<file path="config.mk">
export PLATFORM = sky130hd
export DESIGN_NAME = add_arb2_flat
export DESIGN_NICKNAME = d
export VERILOG_FILES = /design/src/rtl/add_arb2_if.sv /design/src/rtl/add_arb2.sv /design/src/flat_wrapper.sv
export SDC_FILE = /design/constraint.sdc
export NUM_CORES = 1
export LEC_CHECK = 0
export ABC_AREA = 1
export CORE_MARGIN = 5
export CORE_UTILIZATION = 25
export DETAILED_ROUTE_END_ITERATION = 10
export HOLD_SLACK_MARGIN = 0.12
export SLEW_MARGIN = 40
export SYNTH_ARGS = -nofsm -noshare
export SYNTH_HDL_FRONTEND = slang
export SYNTH_SLANG_ARGS = --single-unit
</file>
<file path="constraint.sdc">
create_clock -name clk -period 6.3 [get_ports clk]
set_input_delay 1.26 -clock clk [delete_from_list [all_inputs] [get_ports clk]]
set_output_delay 1.26 -clock clk [all_outputs]
set_load 0.05 [all_outputs]
</file>
<file path="src/rtl/add_arb2_if.sv">
// Request/response bundle for the two-requester shared add/sub unit.
// master drives requests and consumes responses; slave is the unit.
interface add_arb2_if;
  logic        req0_valid;
  logic        req0_ready;
  logic [31:0] req0_a;
  logic [31:0] req0_b;
  logic        req0_sub;
  logic        req1_valid;
  logic        req1_ready;
  logic [31:0] req1_a;
  logic [31:0] req1_b;
  logic        req1_sub;
  logic        rsp_valid;
  logic        rsp_ready;
  logic        rsp_id;
  logic [31:0] rsp_s;
  logic        rsp_co;
  logic        rsp_ov;

  modport master (
    output req0_valid, req0_a, req0_b, req0_sub,
    output req1_valid, req1_a, req1_b, req1_sub,
    output rsp_ready,
    input  req0_ready, req1_ready,
    input  rsp_valid, rsp_id, rsp_s, rsp_co, rsp_ov
  );

  modport slave (
    input  req0_valid, req0_a, req0_b, req0_sub,
    input  req1_valid, req1_a, req1_b, req1_sub,
    input  rsp_ready,
    output req0_ready, req1_ready,
    output rsp_valid, rsp_id, rsp_s, rsp_co, rsp_ov
  );
endinterface

</file>
<file path="src/rtl/add_arb2.sv">
// Two requesters share one 32-bit CLA adder via round-robin arbitration.
// One registered response slot: 1-cycle latency, 1 op/cycle throughput.
module cla32_ov (
  input  logic [31:0] a,
  input  logic [31:0] b,
  input  logic        ci,
  output logic [31:0] s,
  output logic        co,
  output logic        ov
);
  logic [31:0] g;
  logic [31:0] p;
  logic [32:0] c;
  logic        gg;
  logic        pg;

  // 4-bit lookahead groups chained on their group generate/propagate
  always_comb begin
    g    = a & b;
    p    = a ^ b;
    c    = '0;
    gg   = 1'b0;
    pg   = 1'b0;
    c[0] = ci;
    for (int k = 0; k < 8; k++) begin
      c[4*k+1] = g[4*k]
               | (p[4*k] & c[4*k]);
      c[4*k+2] = g[4*k+1]
               | (p[4*k+1] & g[4*k])
               | (p[4*k+1] & p[4*k] & c[4*k]);
      c[4*k+3] = g[4*k+2]
               | (p[4*k+2] & g[4*k+1])
               | (p[4*k+2] & p[4*k+1] & g[4*k])
               | (p[4*k+2] & p[4*k+1] & p[4*k]
                  & c[4*k]);
      gg = g[4*k+3]
         | (p[4*k+3] & g[4*k+2])
         | (p[4*k+3] & p[4*k+2] & g[4*k+1])
         | (p[4*k+3] & p[4*k+2] & p[4*k+1]
            & g[4*k]);
      pg = &p[4*k +: 4];
      c[4*k+4] = gg | (pg & c[4*k]);
    end
  end

  assign s  = p ^ c[31:0];
  assign co = c[32];
  assign ov = c[31] ^ c[32];
endmodule

module add_arb2 (
  input  logic      clk,
  input  logic      reset_n,
  add_arb2_if.slave bus
);
  typedef enum logic {
    EMPTY = 1'b0,
    FULL  = 1'b1
  } state_t;

  state_t      state_q;
  state_t      state_d;
  logic        last_q;
  logic        free;
  logic        gnt0;
  logic        gnt1;
  logic        gnt;
  logic [31:0] op_a;
  logic [31:0] op_b;
  logic        op_sub;
  logic [31:0] sum;
  logic        co;
  logic        ov;
  logic [31:0] s_q;
  logic        co_q;
  logic        ov_q;
  logic        id_q;

  assign free = (state_q == EMPTY) | bus.rsp_ready;

  // last_q=1 means requester 1 won last, so requester 0 is favoured
  always_comb begin
    gnt0 = 1'b0;
    gnt1 = 1'b0;
    if (reset_n && free) begin
      unique case (1'b1)
        (bus.req0_valid & bus.req1_valid): begin
          gnt0 = last_q;
          gnt1 = ~last_q;
        end
        (bus.req0_valid & ~bus.req1_valid): gnt0 = 1'b1;
        (~bus.req0_valid & bus.req1_valid): gnt1 = 1'b1;
        default: ;
      endcase
    end
  end

  assign gnt    = gnt0 | gnt1;
  assign op_a   = gnt1 ? bus.req1_a   : bus.req0_a;
  assign op_b   = gnt1 ? bus.req1_b   : bus.req0_b;
  assign op_sub = gnt1 ? bus.req1_sub : bus.req0_sub;

  cla32_ov u_cla (
    .a  (op_a),
    .b  (op_sub ? ~op_b : op_b),
    .ci (op_sub),
    .s  (sum),
    .co (co),
    .ov (ov)
  );

  always_ff @(posedge clk or negedge reset_n) begin
    if (!reset_n) begin
      state_q <= EMPTY;
      last_q  <= 1'b1;
      s_q     <= '0;
      co_q    <= 1'b0;
      ov_q    <= 1'b0;
      id_q    <= 1'b0;
    end else begin
      state_q <= state_d;
      if (gnt) begin
        last_q <= gnt1;
        s_q    <= sum;
        co_q   <= co;
        ov_q   <= ov;
        id_q   <= gnt1;
      end
    end
  end

  always_comb begin
    state_d = state_q;
    unique case (state_q)
      EMPTY: if (gnt) state_d = FULL;
      FULL: begin
        if (gnt)                state_d = FULL;
        else if (bus.rsp_ready) state_d = EMPTY;
      end
      default: state_d = EMPTY;
    endcase
  end

  always_comb begin
    bus.req0_ready = gnt0;
    bus.req1_ready = gnt1;
    bus.rsp_valid  = (state_q == FULL);
    bus.rsp_id     = id_q;
    bus.rsp_s      = s_q;
    bus.rsp_co     = co_q;
    bus.rsp_ov     = ov_q;
  end
endmodule
</file>
<file path="src/flat_wrapper.sv">
// flat-port wrapper written by rule: the top's interface ports become plain ports
module add_arb2_flat 
  (clk, reset_n, bus_req0_valid, bus_req0_a, bus_req0_b, bus_req0_sub, bus_req1_valid, bus_req1_a, bus_req1_b, bus_req1_sub, bus_rsp_ready, bus_req0_ready, bus_req1_ready, bus_rsp_valid, bus_rsp_id, bus_rsp_s, bus_rsp_co, bus_rsp_ov);
  add_arb2_if bus_i ();
  input  logic clk;
  input  logic reset_n;
  input wire logic [$bits(bus_i.req0_valid)-1:0] bus_req0_valid;
  input wire logic [$bits(bus_i.req0_a)-1:0] bus_req0_a;
  input wire logic [$bits(bus_i.req0_b)-1:0] bus_req0_b;
  input wire logic [$bits(bus_i.req0_sub)-1:0] bus_req0_sub;
  input wire logic [$bits(bus_i.req1_valid)-1:0] bus_req1_valid;
  input wire logic [$bits(bus_i.req1_a)-1:0] bus_req1_a;
  input wire logic [$bits(bus_i.req1_b)-1:0] bus_req1_b;
  input wire logic [$bits(bus_i.req1_sub)-1:0] bus_req1_sub;
  input wire logic [$bits(bus_i.rsp_ready)-1:0] bus_rsp_ready;
  output wire logic [$bits(bus_i.req0_ready)-1:0] bus_req0_ready;
  output wire logic [$bits(bus_i.req1_ready)-1:0] bus_req1_ready;
  output wire logic [$bits(bus_i.rsp_valid)-1:0] bus_rsp_valid;
  output wire logic [$bits(bus_i.rsp_id)-1:0] bus_rsp_id;
  output wire logic [$bits(bus_i.rsp_s)-1:0] bus_rsp_s;
  output wire logic [$bits(bus_i.rsp_co)-1:0] bus_rsp_co;
  output wire logic [$bits(bus_i.rsp_ov)-1:0] bus_rsp_ov;
  assign bus_i.req0_valid = bus_req0_valid;
  assign bus_i.req0_a = bus_req0_a;
  assign bus_i.req0_b = bus_req0_b;
  assign bus_i.req0_sub = bus_req0_sub;
  assign bus_i.req1_valid = bus_req1_valid;
  assign bus_i.req1_a = bus_req1_a;
  assign bus_i.req1_b = bus_req1_b;
  assign bus_i.req1_sub = bus_req1_sub;
  assign bus_i.rsp_ready = bus_rsp_ready;
  assign bus_req0_ready = bus_i.req0_ready;
  assign bus_req1_ready = bus_i.req1_ready;
  assign bus_rsp_valid = bus_i.rsp_valid;
  assign bus_rsp_id = bus_i.rsp_id;
  assign bus_rsp_s = bus_i.rsp_s;
  assign bus_rsp_co = bus_i.rsp_co;
  assign bus_rsp_ov = bus_i.rsp_ov;
  add_arb2 u_core (.clk(clk), .reset_n(reset_n), .bus(bus_i));
endmodule
</file>
==> insert_results.sql <==
INSERT INTO impl_metrics (metric_group, metric, value, unit) VALUES
('synthesis', 'netlist_top_cells_area', 'sky130_fd_sc_hd__dfrtp_1, sky130_fd_sc_hd__nand2_1, sky130_fd_sc_hd__ha_1', ''),
('critical_path', 'regToRegStartpoint', 'u_core.last_q', ''),
('sta', 'final.period_utilization', '0.8013', ''),
('pwr', 'power.static_leakage', '0.002819', 'uW'),
('synthesis', 'synth.top_cell.area_share', '0.2368', ''),
('sta', 'setup_viol', '0', ''),
('clock_tree', 'cts_root_buf', 'sky130_fd_sc_hd__clkbuf_16', ''),
('synthesis', 'synth.top_cells.by_count', 'sky130_fd_sc_hd__nand2_1, sky130_fd_sc_hd__inv_1, sky130_fd_sc_hd__dfrtp_1', ''),
('sta', 'timing_max_transition_violations_final', '0', ''),
('status', 'run_status', 'finished, final reports clean', ''),
('drt', 'vias_per_cell', '4.178', ''),
('sta', 'grt_setup_unrepaired', 'false', ''),
('synthesis', 'synth-seq-area-share', '0.2438', ''),
('synthesis', 'yosys.cell_count.top_type', 'sky130_fd_sc_hd__nand2_1', ''),
('critical_path', 'worst_r2r_path_depth', '30', ''),
('synthesis', 'net_count_after_synthesis', '748', ''),
('synthesis', 'synth_ff_type', 'sky130_fd_sc_hd__dfrtp_1', ''),
('clock_tree', 'htreeDepth', '2', ''),
('worst_hold_path', 'worstHoldPathType', 'reg -> reg', ''),
('sta', 'timing.max_slew.rel_slack', '0.5715', ''),
('synthesis', 'synth_async_sr_flop_share', '1.000', ''),
('critical_path', 'critPathTopFamily', 'simple AND/OR/NAND/NOR gates', ''),
('drt', 'drtAntennaViolNets', '0', ''),
('worst_hold_path', 'holdPathStages', '2', ''),
('synthesis', 'syn_avg_cell_area', '6.627', 'sq um'),
('drt', 'firstDrtPassIters', '4', ''),
('synthesis', 'synth.lib_cells_used.distinct', '32', ''),
('critical_path', 'timing.critical_path.to', 'u_core.bus.rsp_s[29]', ''),
('floorplanning', 'die-height', '133.3', 'um'),
('clock_tree', 'numClockSinks', '37', ''),
('critical_path', 'worst_path_most_repeated_cell', 'sky130_fd_sc_hd__nand2_1', ''),
('critical_path', 'timing_worst_setup_path_type', 'in -> reg', ''),
('finish', 'insertedDiodeCount', '0', ''),
('pwr', 'max-vdd-ir-drop', '0.1256', 'mV'),
('critical_path', 'critical_r2r_capture', 'u_core.bus.rsp_s[29]', ''),
('critical_path', 'cp_slowest_cell', 'sky130_fd_sc_hd__inv_2', ''),
('finish', 'post-route-cell-area', '0.005882', 'sq mm'),
('drt', 'detail_route.wl_per_cell', '12.52', 'um'),
('floorplanning', 'die-width', '133.3', 'um'),
('synthesis', 'yosysWarningCount', '0', ''),
('finish', 'fin_util', '0.3898', ''),
('grt', 'grt.total_usage', '0.1297', ''),
('critical_path', 'data_required_time_at_the_worst_endpoint', '6.50', 'ns'),
('sta', 'fin_setup_tns', '0', 'ns'),
('clock_tree', 'number_of_post_cts_setup_repair_buffers', '0', ''),
('finish', 'n_fill_cell', '1604', ''),
('grt', 'wire_length_of_the_first_global_routing_pass', '18890', 'um'),
('floorplanning', 'die_footprint', '0.01778', 'sq mm'),
('placement', 'globalplace.congestion', '0.8222', ''),
('synthesis', 'yosysTopAreaCell', 'sky130_fd_sc_hd__dfrtp_1', ''),
('finish', 'syn_to_final_growth', '54.64', '%'),
('critical_path', 'critical_path_buf_inv_count', '6', ''),
('synthesis', 'synth_cells', '574', ''),
('grt', 'grt_overflow_total', '0', ''),
('placement', 'placedInstanceArea', '0.005746', 'sq mm'),
('grt', 'antenna_found_initial', '0', ''),
('sta', 'final.setup_skew', '0.002758', 'ns'),
('finish', 'finalNetCount', '913', ''),
('synthesis', 'synth_area', '0.003804', 'sq mm'),
('floorplanning', 'pin_count', '173', ''),
('synthesis', 'synth-edff-count', '0', ''),
('drt', 'wl', '11620', 'um'),
('critical_path', 'timing.critical_path.from', 'bus_rsp_ready', ''),
('sta', 'final_hold_viol_count', '0', ''),
('clock_tree', 'clk_pin_slew', '0.06', 'ns'),
('placement', 'port-buffer-count', '172', ''),
('clock_tree', 'tritoncts.num_buffers', '5', ''),
('sta', 'tightest_slew', '0.6388', 'ns'),
('placement', 'dp_hpwl', '9389', 'um'),
('flow_run', 'max_cap_viol_count', '0', ''),
('drt', 'vias', '3877', '');
-- routing by layer --
metal / track usage / vias up / part of all wire
li1: - / 2126 / -
met1: 0.1598 / 1657 / 0.44
met2: 0.2325 / 86 / 0.50
met3: 0.02908 / 8 / 0.056
met4: 0.02571 / 0 / 0.0087
met5: 0 / - / 0
-- state kept, by name, indices dropped and copies added (netlist names) --
name,cells
u_core.bus.rsp_id,1
u_core.bus.rsp_co,1
u_core.bus.rsp_ov,1
u_core.bus.rsp_s,32
u_core.last_q,1
u_core.bus.rsp_valid,1
-- worst min-delay path by stage --
stage / to / startpoint
floorplan: u_core.last_q / u_core.last_q
global placement: u_core.bus.rsp_id / u_core.bus.rsp_id
detailed placement: u_core.bus.rsp_id / u_core.bus.rsp_id
CTS: u_core.last_q / u_core.last_q
global route: u_core.last_q / u_core.last_q
finish: u_core.bus.rsp_s[31] / u_core.bus.rsp_s[31]
-- cell usage in the layout (no fill, tap or decap), types with 4 or more instances in the layout --
master                              n
sky130_fd_sc_hd__a21oi_1           20
sky130_fd_sc_hd__buf_4              7
sky130_fd_sc_hd__clkbuf_16          5
sky130_fd_sc_hd__clkdlybuf4s50_1  171
sky130_fd_sc_hd__dfrtp_1           36
sky130_fd_sc_hd__fa_1               7
sky130_fd_sc_hd__ha_1              32
sky130_fd_sc_hd__inv_1             45
sky130_fd_sc_hd__inv_2              4
sky130_fd_sc_hd__mux2i_1            7
sky130_fd_sc_hd__nand2_1          238
sky130_fd_sc_hd__nand2_2           10
sky130_fd_sc_hd__nand3_1           13
sky130_fd_sc_hd__nor2_1            27
sky130_fd_sc_hd__o21ai_0           33
sky130_fd_sc_hd__o21ai_1            7
sky130_fd_sc_hd__or2_2              9
sky130_fd_sc_hd__xnor2_1           27
sky130_fd_sc_hd__xor2_1            19
-- kinds of logic after synthesis --
logic type,synth area share
simple gates,0.3197
buf+inv,0.07039
mux,0.01842
compound gates,0.09967
xor+xnor,0.1059
flops,0.2438
fa+ha+maj,0.1421
-- metrics by stage --
stage	hold WS, ns	total power [uW]	worst slack, ns	std cells
detailed placement	0.4640	1759	0.8958	920
floorplan	0.4511	1306	1.644	574
global placement	0.4590	1756	0.9029	920
CTS	0.4776	2015	1.182	928
finish	0.4766	1982	1.252	928
global route	0.4920	2152	0.7505	928
-- report_power, final --
part / total [uW] / switching [uW] / internal, uW
logic: 1330 / 838 / 497
clock network: 241 / 94.2 / 147
registers: 406 / 56.3 / 349
total: 1980 / 988 / 994
-- worst register-to-register path, delay by kind of cell, from the launching register on --
kind,cells,cell delay (ns)
flops,1,0.54
simple gates,21,1.59
compound gates,2,0.39
buf+inv,4,0.67
xor+xnor,1,0.15
fa+ha+maj,2,0.66
-- area by class of cell --
class	count	area, sq um	area share
Clock buffer	8	136.4	0.02319
Multi-Input combinational cell	466	2626	0.4465
Inverter	50	187.7	0.03191
Sequential cell	37	927.1	0.1576
Tap cell	188	235.2	0.03999
Timing Repair Buffer	179	1769	0.3008
No activity file was read; power rests on OpenSTA's default activity.
